--- config.mk ---
export PLATFORM = sky130hd
export DESIGN_NAME = h14tx_pkt_scheduler
export DESIGN_NICKNAME = d
export VERILOG_FILES = /design/src/rtl/h14tx_pkt_scheduler.sv
export SDC_FILE = /design/constraint.sdc
export NUM_CORES = 1
export LEC_CHECK = 0
export CAP_MARGIN = 20
export CORE_AREA = 2 2 487 489
export CTS_BUF_LIST = sky130_fd_sc_hd__clkbuf_16
export CTS_CLUSTER_DIAMETER = 30
export DETAILED_ROUTE_END_ITERATION = 8
export DIE_AREA = 0 0 489 491
export PLACE_DENSITY = 0.3
export RECOVER_POWER = 25
export SYNTH_ARGS = -nofsm -noshare
export SYNTH_HDL_FRONTEND = slang
export SYNTH_SLANG_ARGS = --single-unit
export TNS_END_PERCENT = 20
--- constraint.sdc ---
create_clock -name clk -period 4.5 [get_ports clk]
set_input_delay 1.35 -clock clk [delete_from_list [all_inputs] [get_ports clk]]
set_output_delay 1.35 -clock clk [all_outputs]
set_load 0.01 [all_outputs]
--- src/rtl/h14tx_pkt_scheduler.sv ---
// Data-island packet scheduler: arbitrates NumSrc packet producers into one
// packet per 32-cycle slot. It inserts null packets when no source is eligible.
module h14tx_pkt_scheduler #(
    parameter int       NumSrc       = 4,
    parameter int       MaxSlots     = 18,
    parameter bit       Src0Priority = 1'b1,
    parameter int       PktW         = 248,
    // Period encoding shared with h14tx_timings_top
    parameter int       PerW         = 3,
    parameter logic [2:0] PerCtrl    = 3'd0,
    parameter logic [2:0] PerDiPre   = 3'd4,
    parameter logic [2:0] PerDiGuard = 3'd5,
    parameter logic [2:0] PerDiAct   = 3'd6
) (
    input  logic                         clk,
    input  logic                         rst_n,
    input  logic [PerW-1:0]              period,
    input  logic [NumSrc-1:0]            src_req,
    input  logic [NumSrc-1:0][PktW-1:0]  src_pkt,
    output logic [NumSrc-1:0]            src_ack,
    output logic [PktW-1:0]              pkt,
    output logic                         pkt_null,
    output logic [4:0]                   slot,
    output logic                         err_trunc
);

    localparam int PtrW = (NumSrc > 1) ? $clog2(NumSrc) : 1;

    logic [PerW-1:0] r_prev_period;
    logic [4:0]      r_cnt;
    logic [4:0]      r_slot;
    logic [PktW-1:0] r_pkt;
    logic            r_null;
    logic            r_trunc;
    logic [PtrW-1:0] r_ptr;

    logic            w_load0;
    logic            w_loadn;
    logic            w_load;
    logic [4:0]      w_fill_slot;
    logic            w_elig;
    logic            w_prio;
    logic [PtrW-1:0] w_gidx;
    logic            w_trunc;

    assign w_load0     = (period == PerW'(PerDiGuard)) && (r_prev_period == PerW'(PerDiPre));
    assign w_loadn     = (period == PerW'(PerDiAct)) && (r_cnt == 5'd31);
    assign w_load      = w_load0 || w_loadn;
    assign w_fill_slot = w_load0 ? 5'd0 : ((r_slot == 5'd31) ? 5'd31 : r_slot + 5'd1);
    assign w_elig      = w_load && (int'(w_fill_slot) < MaxSlots) && (|src_req);
    assign w_prio      = Src0Priority && src_req[0];

    // A clean island ends right after cnt wrapped 31 -> 0, so any other
    // count on the first non-active cycle means the island was cut short.
    assign w_trunc = (r_prev_period == PerW'(PerDiAct)) && (period != PerW'(PerDiAct)) &&
                     (r_cnt != 5'd0);

    always_comb begin
        logic found;
        int   j;
        w_gidx = '0;
        found  = 1'b0;
        j      = 0;
        if (w_prio) begin
            found = 1'b1;
        end else begin
            for (int k = 0; k < NumSrc; k++) begin
                j = int'(r_ptr) + k;
                if (j >= NumSrc) j = j - NumSrc;
                if (!found && src_req[j]) begin
                    found  = 1'b1;
                    w_gidx = PtrW'(j);
                end
            end
        end
    end

    always_comb begin
        src_ack = '0;
        if (w_elig) src_ack[w_gidx] = 1'b1;
    end

    always_ff @(posedge clk or negedge rst_n) begin
        if (!rst_n) begin
            r_prev_period <= PerW'(PerCtrl);
            r_cnt         <= '0;
            r_slot        <= '0;
            r_pkt         <= '0;
            r_null        <= 1'b1;
            r_trunc       <= 1'b0;
            r_ptr         <= '0;
        end else begin
            r_prev_period <= period;
            r_cnt         <= (period == PerW'(PerDiAct)) ? r_cnt + 5'd1 : 5'd0;
            if (w_trunc) r_trunc <= 1'b1;
            if (w_load) begin
                r_slot <= w_fill_slot;
                r_pkt  <= w_elig ? src_pkt[w_gidx] : '0;
                r_null <= !w_elig;
                if (w_elig && !w_prio)
                    r_ptr <= (w_gidx == PtrW'(NumSrc - 1)) ? '0 : w_gidx + PtrW'(1);
            end
        end
    end

    assign pkt       = r_pkt;
    assign pkt_null  = r_null;
    assign slot      = r_slot;
    assign err_trunc = r_trunc;

endmodule
## Word level (Yosys, flattened, before mapping)

Index checks and enable logic that the tools add are counted.

- Add/subtract/negate cells: 10
- $lt $le $gt $ge: 11
- Reduce and logical (&&, ||, !) cells: 20
- Muxes and demuxes: 41
- Equality and inequality tests: 8

Operators with widths:

| kind | count |
|---|---|
| $bmux W248 S2 | 1 |
| $mux W248 | 2 |
| $mux W32 | 8 |
| $lt A32 B4 Y1 const B | 4 |
| $mux W1 | 15 |
| $mux W5 | 3 |
| $eq A3 B3 Y1 const B | 4 |
| $mux W2 | 6 |
| $sub A3 B3 Y4 const B | 3 |
| $logic_and A1 B1 Y1 | 11 |
| $add A5 B1 Y5 const B | 2 |
| $eq A5 B5 Y1 const B | 2 |
| $ge A3 B3 Y1 const B | 3 |
| $bmux W1 S2 | 4 |
| $add A2 B2 Y3 const B | 2 |
| $logic_not A1 Y1 | 5 |
| $lt A5 B5 Y1 const B | 1 |
| $reduce_bool A5 Y1 | 1 |
| $mux W4 | 1 |
| $reduce_or A4 Y1 | 1 |
| $sub A2 B3 Y4 const B | 1 |
| $add A2 B1 Y3 const B | 1 |
| $ge A2 B3 Y1 const B | 1 |
| $lt A2 B3 Y1 const B | 1 |
| other kinds (7) | 7 |

- Input port bits: 1001
- Output and inout bits: 259
- Flip-flop bits (word level): 265

## Depth between registers and ports, before layout

- Depth in word-level cells: 25
- Gate-level depth with buffers: 11
- Mapped depth without buffers: 8

## Worst setup path after synthesis

No wires, ideal clock.

- Path type: input port to output port
- Start: in period[0]
- End: out src_ack[0]
- Stages: 7
- Setup slack: 226 ps
- Data required time: 3150 ps
- Buffers on the path: 3
- Arrival: 2924 ps
- Path through: nand4b_1 > or3_1 > a32oi_1 > buf_2 > buf_2 > clkbuf_1 > and2_1

- Longest elaborated chain between the ends: 7
- Elaborated cells between the ends (all ways): 10
- Classes of those cells: order compare (1); eq/ne (2); mux (2); reduce/logical (5)

Ends and longest elaborated chain:

| what | line | text |
|---|---|---|
| from (decl) | 17 | `input logic [PerW-1:0] period,` |
| $eq A3 B3 Y1 | 46 | `assign w_load0 = (period == PerW'(PerDiGuard)) && (r_prev_period == PerW'(PerDiPre));` |
| $logic_and A1 B1 Y1 | 46 |  |
| $mux W5 | 49 | `assign w_fill_slot = w_load0 ? 5'd0 : ((r_slot == 5'd31) ? 5'd31 : r_slot + 5'd1);` |
| $lt A5 B5 Y1 | 50 | `assign w_elig = w_load && (int'(w_fill_slot) < MaxSlots) && (\|src_req);` |
| $logic_and A1 B1 Y1 (*) (2 in a row) | 50 |  |
| $mux W4 (*) | 80 | `if (w_elig) src_ack[w_gidx] = 1'b1;` |
| to (decl) | 20 | `output logic [NumSrc-1:0] src_ack,` |

Every way passes the cells marked *; elsewhere a longest branch is shown, timed or not.

## Worst setup path in the final report

- Start: in src_req[3]
- End: out src_ack[0]

- Longest elaborated chain between the ends: 22
- Elaborated cells between the ends (all ways): 37
- Classes of those cells: order compare (2); mux (26); reduce/logical (9)

Ends and longest elaborated chain:

| what | line | text |
|---|---|---|
| from (decl) | 18 | `input logic [NumSrc-1:0] src_req,` |
| $bmux W1 S2 | 70 | `if (!found && src_req[j]) begin` |
| $mux W1 (not written as such) (2 in a row) | 70 |  |
| $mux W1 | 70 |  |
| $mux W1 | 64 | `if (w_prio) begin` |
| $logic_not A1 Y1 | 70 |  |
| $logic_and A1 B1 Y1 | 70 |  |
| $mux W1 | 70 |  |
| $mux W1 | 64 |  |
| [... 5 more ...] | n/a |  |
| $logic_and A1 B1 Y1 | 70 |  |
| $mux W2 | 70 |  |
| $mux W2 | 64 |  |
| $lt A2 B3 Y1 (not written as such) / $ge A2 B1 Y1 (equally long branches) | 80 |  |
| $logic_and A1 B1 Y1 (not written as such) | 80 |  |
| $mux W1 (not written as such) | 80 |  |
| $demux W1 S2 | 80 |  |
| $mux W4 (*) | 80 |  |

Every way passes the cells marked *; elsewhere a longest branch is shown, timed or not. The select of a mux whose other input is x is not followed.

==> summary.txt <==
Run status
  • Status: finished, violations left
  • Violated checks: max-capacitance violations, max-slew violations

Setup path
  • CP arrival: 3070 ps
  • Worst setup SP type: input pin
  • Worst Setup End Kind: output pin
  • CP Cell Sequence: clkdlybuf4s50_1 > buf_4 > nor2_1 > a211oi_2 > buf_4 > inv_8 > ha_1 > and2_4 > clkdlybuf4s15_2
  • R2R cell count: 11
  • Largest stage delay, worst path: 530 ps
  • Crit path max fanout: 4
  • CP startpoint: src_req[3]
  • Worst r2r src: r_cnt[1]$_DFF_PN0_
  • Critical-path top delay cell: clkdlybuf4s50_1
  • CP most frequent cell: buf_4
  • WS Path Type: in2out
  • WP data required: 3150 ps

Logic synthesis
  • Ys Warns: 0
  • Post-synthesis adder-cell area fraction: 0.645%
  • Post-synth EDFFs: 0
  • Predominant post-synthesis flop cell: dfrtp_1
  • Yosys reg bits: 265
  • Share of Yosys cell area claimed by the top area cell type: 42.6%
  • Mapped Avg Cell Area: 16.4 µm²
  • Synth area leader: dfrtp_1
  • Simple-gate share of the synthesized area: 1.14%
  • Top cells by area, synth: dfrtp_1 43%, mux4_2 36%, a22o_1 14%
  • Cell variety after synth: 38
  • Ys async rst share: 100%
  • Main combinational cell family by area after synthesis: multiplexers
  • Cell Area, Synth: 15500 µm²
  • Compound-gate portion of the synthesized area: 15.0%
  • XOR/XNOR share of the synthesized area: 0.113%
  • Mux cell area share after synthesis: 36.2%
  • Mapped Cells: 945
  • Mapped Nets: 1954
  • Sequential-to-total area share from yosys stat: 42.7%

Floorplan
  • DIE WIDTH: 489 µm
  • Die area: 240000 µm²
  • Die height: 491 µm
  • Top Ports: 1260
  • Initial Util: 6.62%
  • Core area: 235000 µm²
  • Row Count: 178

Placed design
  • Buffers on Ports: 1259
  • DP Worst Slack: -494 ps
  • RePlAce Congestion: 0.859
  • DP Area: 32100 µm²
  • Hpwl dp: 158 mm

Timing
  • Final worst setup slack: 78.9 ps
  • Setup Skew: 49.8 ps
  • Setup tns final: 0 ps
  • Max-slew violation count: 64
  • Min Hold Slack: 460 ps
  • Final min period: 4420 ps
  • Final-report hold violation count: 0
  • Tcrit/Tclk final: 98.2%
  • Fmax: 0.226 GHz
  • Slew headroom: -78.0%
  • Final setup fails: 0
  • Worst-Margin Slew: 2670 ps

Global routing
  • First-pass GRT wire length: 224 mm
  • Vias in the first global route: 18624
  • Total grt overflow: 0
  • All-Layer GR Usage: 14.8%
  • Initial antenna violation count: 225
  • Largest net degree at the start of global routing: 104

Final layout
  • Area Growth Syn to Fin: 130%
  • Layout cells sized above 1: 19.2%
  • Final instance area: 35700 µm²
  • Fin nets: 3298

Power and ir drop
  • Pwr Density: 381 nW/µm²
  • Overall power: 13600 µW
  • Worst VDD drop: 0.279 mV
  • Leakage: 0.0131 µW

Clock network
  • Cts bufs inserted: 116
  • CTS clock-pin slew for the worst setup and hold paths: 40 ps
  • CTS tree: done
  • Clk_lat worst skew: 750 ps
  • CTS root buf: clkbuf_16
  • Sink Count: 265
  • H-tree levels: 3
  • Clk buf depth: 3

Routing
  • DRT antenna net count: 0
  • WL final: 183 mm
  • Via count: 17357
  • Initial DRT Pass Iterations: 5
  • Vias per cell: 3.11
  • DRC: 0
  • Post-DR wirelength/cell: 32.8 µm
  • DR iter-0 viols: 926

Run
  • Max cap viols: 1

Worst hold path
  • Worst Hold Class: reg2reg
  • Worst Hold Depth: 2
  • Worst hold start: pkt_null$_DFFE_PN1P_
[state kept, by name, indices dropped and copies added, names as in the netlist]
signal / flops
err_trunc: 1
r_ptr: 2
r_cnt: 5
pkt_null: 1
pkt: 248
slot: 5
r_prev_period: 3
[cells in the final DEF (no fill, tap or decap), types with 2 or more instances in the layout]
cell type,instances
clkdlybuf4s15_2,2
a41o_1,2
ha_1,8
nor2_1,8
dlygate4sd2_1,4
clkdlybuf4s50_1,1251
a31oi_1,2
mux4_2,248
and2_1,7
a22o_1,248
buf_12,8
nand2_1,4
clkbuf_1,13
clkbuf_2,3
a21boi_0,2
diode_2,49
clkinv_16,4
and3_1,2
dfrtp_1,264
buf_4,52
buf_6,2
clkinv_1,36
clkbuf_16,116
inv_1,51
clkinv_2,5
a21oi_1,7
mux2i_1,2
[layout make-up]
class / instances / area (µm²)
Antenna cell: 49 / 123
Clock buffer: 116 / 2900
Clock inverter: 93 / 494
Fill cell: 26140 / 199000
Inverter: 7 / 33.8
Multi-Input combinational cell: 563 / 8300
Sequential cell: 265 / 6630
Tap cell: 3150 / 3940
Timing Repair Buffer: 1336 / 13200
[metrics by stage]
| step | util [%] | instances |
|---|---|---|
| 2_1_floorplan | - | 945 |
| 3_3_place_gp | 13.7 | 5311 |
| 3_5_place_dp | 13.7 | 5311 |
| 4_1_cts | 15.2 | 5527 |
| 5_1_grt | 15.2 | 5537 |
| 6_report | 15.2 | 5579 |
[power by group]
part | switching [µW] | internal, µW | leakage (µW)
clock network | 2220 | 4520 | 0.00181
registers | 335 | 2860 | 0.00345
logic | 1350 | 2280 | 0.00786
total | 3910 | 9660 | 0.0131
[worst max-delay path, delay by kind of cell]
family / cells / cell delay, ps
buffers and inverters: 5 / 1120
adders and majority gates: 1 / 190
and+or+nand+nor: 2 / 200
AOI/OAI and AO/OA: 1 / 200
[repair_timing]
item	in CTS	in global routing
setup buffers	7	3
resized for setup	19	2
pin swaps	7	4
endpoints found under the setup margin	4	4
hold buffers	0	0
[final timing paths]
path                                   endpoint  slack (ps)
max                                  src_ack[0]          80
min                        pkt_null$_DFFE_PN1P_         460
max reg2reg                 pkt[50]$_DFFE_PN0P_         930
min reg2reg                pkt_null$_DFFE_PN1P_         460
max in group asynchronous  pkt[230]$_DFFE_PN0P_         450
min in group asynchronous  pkt[106]$_DFFE_PN0P_        1400
[synth_stat cells, types with 2 or more instances]
master    number
mux2i_1        2
inv_1          6
ha_1           8
a211oi_2       2
a41o_1         2
dfrtp_1      264
buf_6         24
and3_1         2
nor2_1        10
a31oi_1        2
nand2_1        5
a22o_1       248
buf_1          7
clkbuf_1      57
a21boi_0       2
buf_2         22
a21oi_1        7
and2_1         8
mux4_2       248
[routing by layer]
metal / GRT usage [%] / up-vias / part of all wire [%]
li1: - / 6926 / -
met1: 14.6 / 8573 / 33
met2: 25.7 / 1267 / 49
met3: 9.29 / 439 / 15
met4: 3.49 / 152 / 2.5
met5: 0 / - / 0.54
[logic make-up (layout without fill, tap and decap cells)]
family,after synthesis,in the layout
other,0,49
AND/OR/NAND/NOR,33,33
multiplexers,251,251
buffers and inverters,117,1552
adder cells (fa/ha/maj),8,8
XOR/XNOR,2,2
flip-flops,265,265
AO/OA/AOI/OAI,269,269
(Power assumes the default switching activity.)
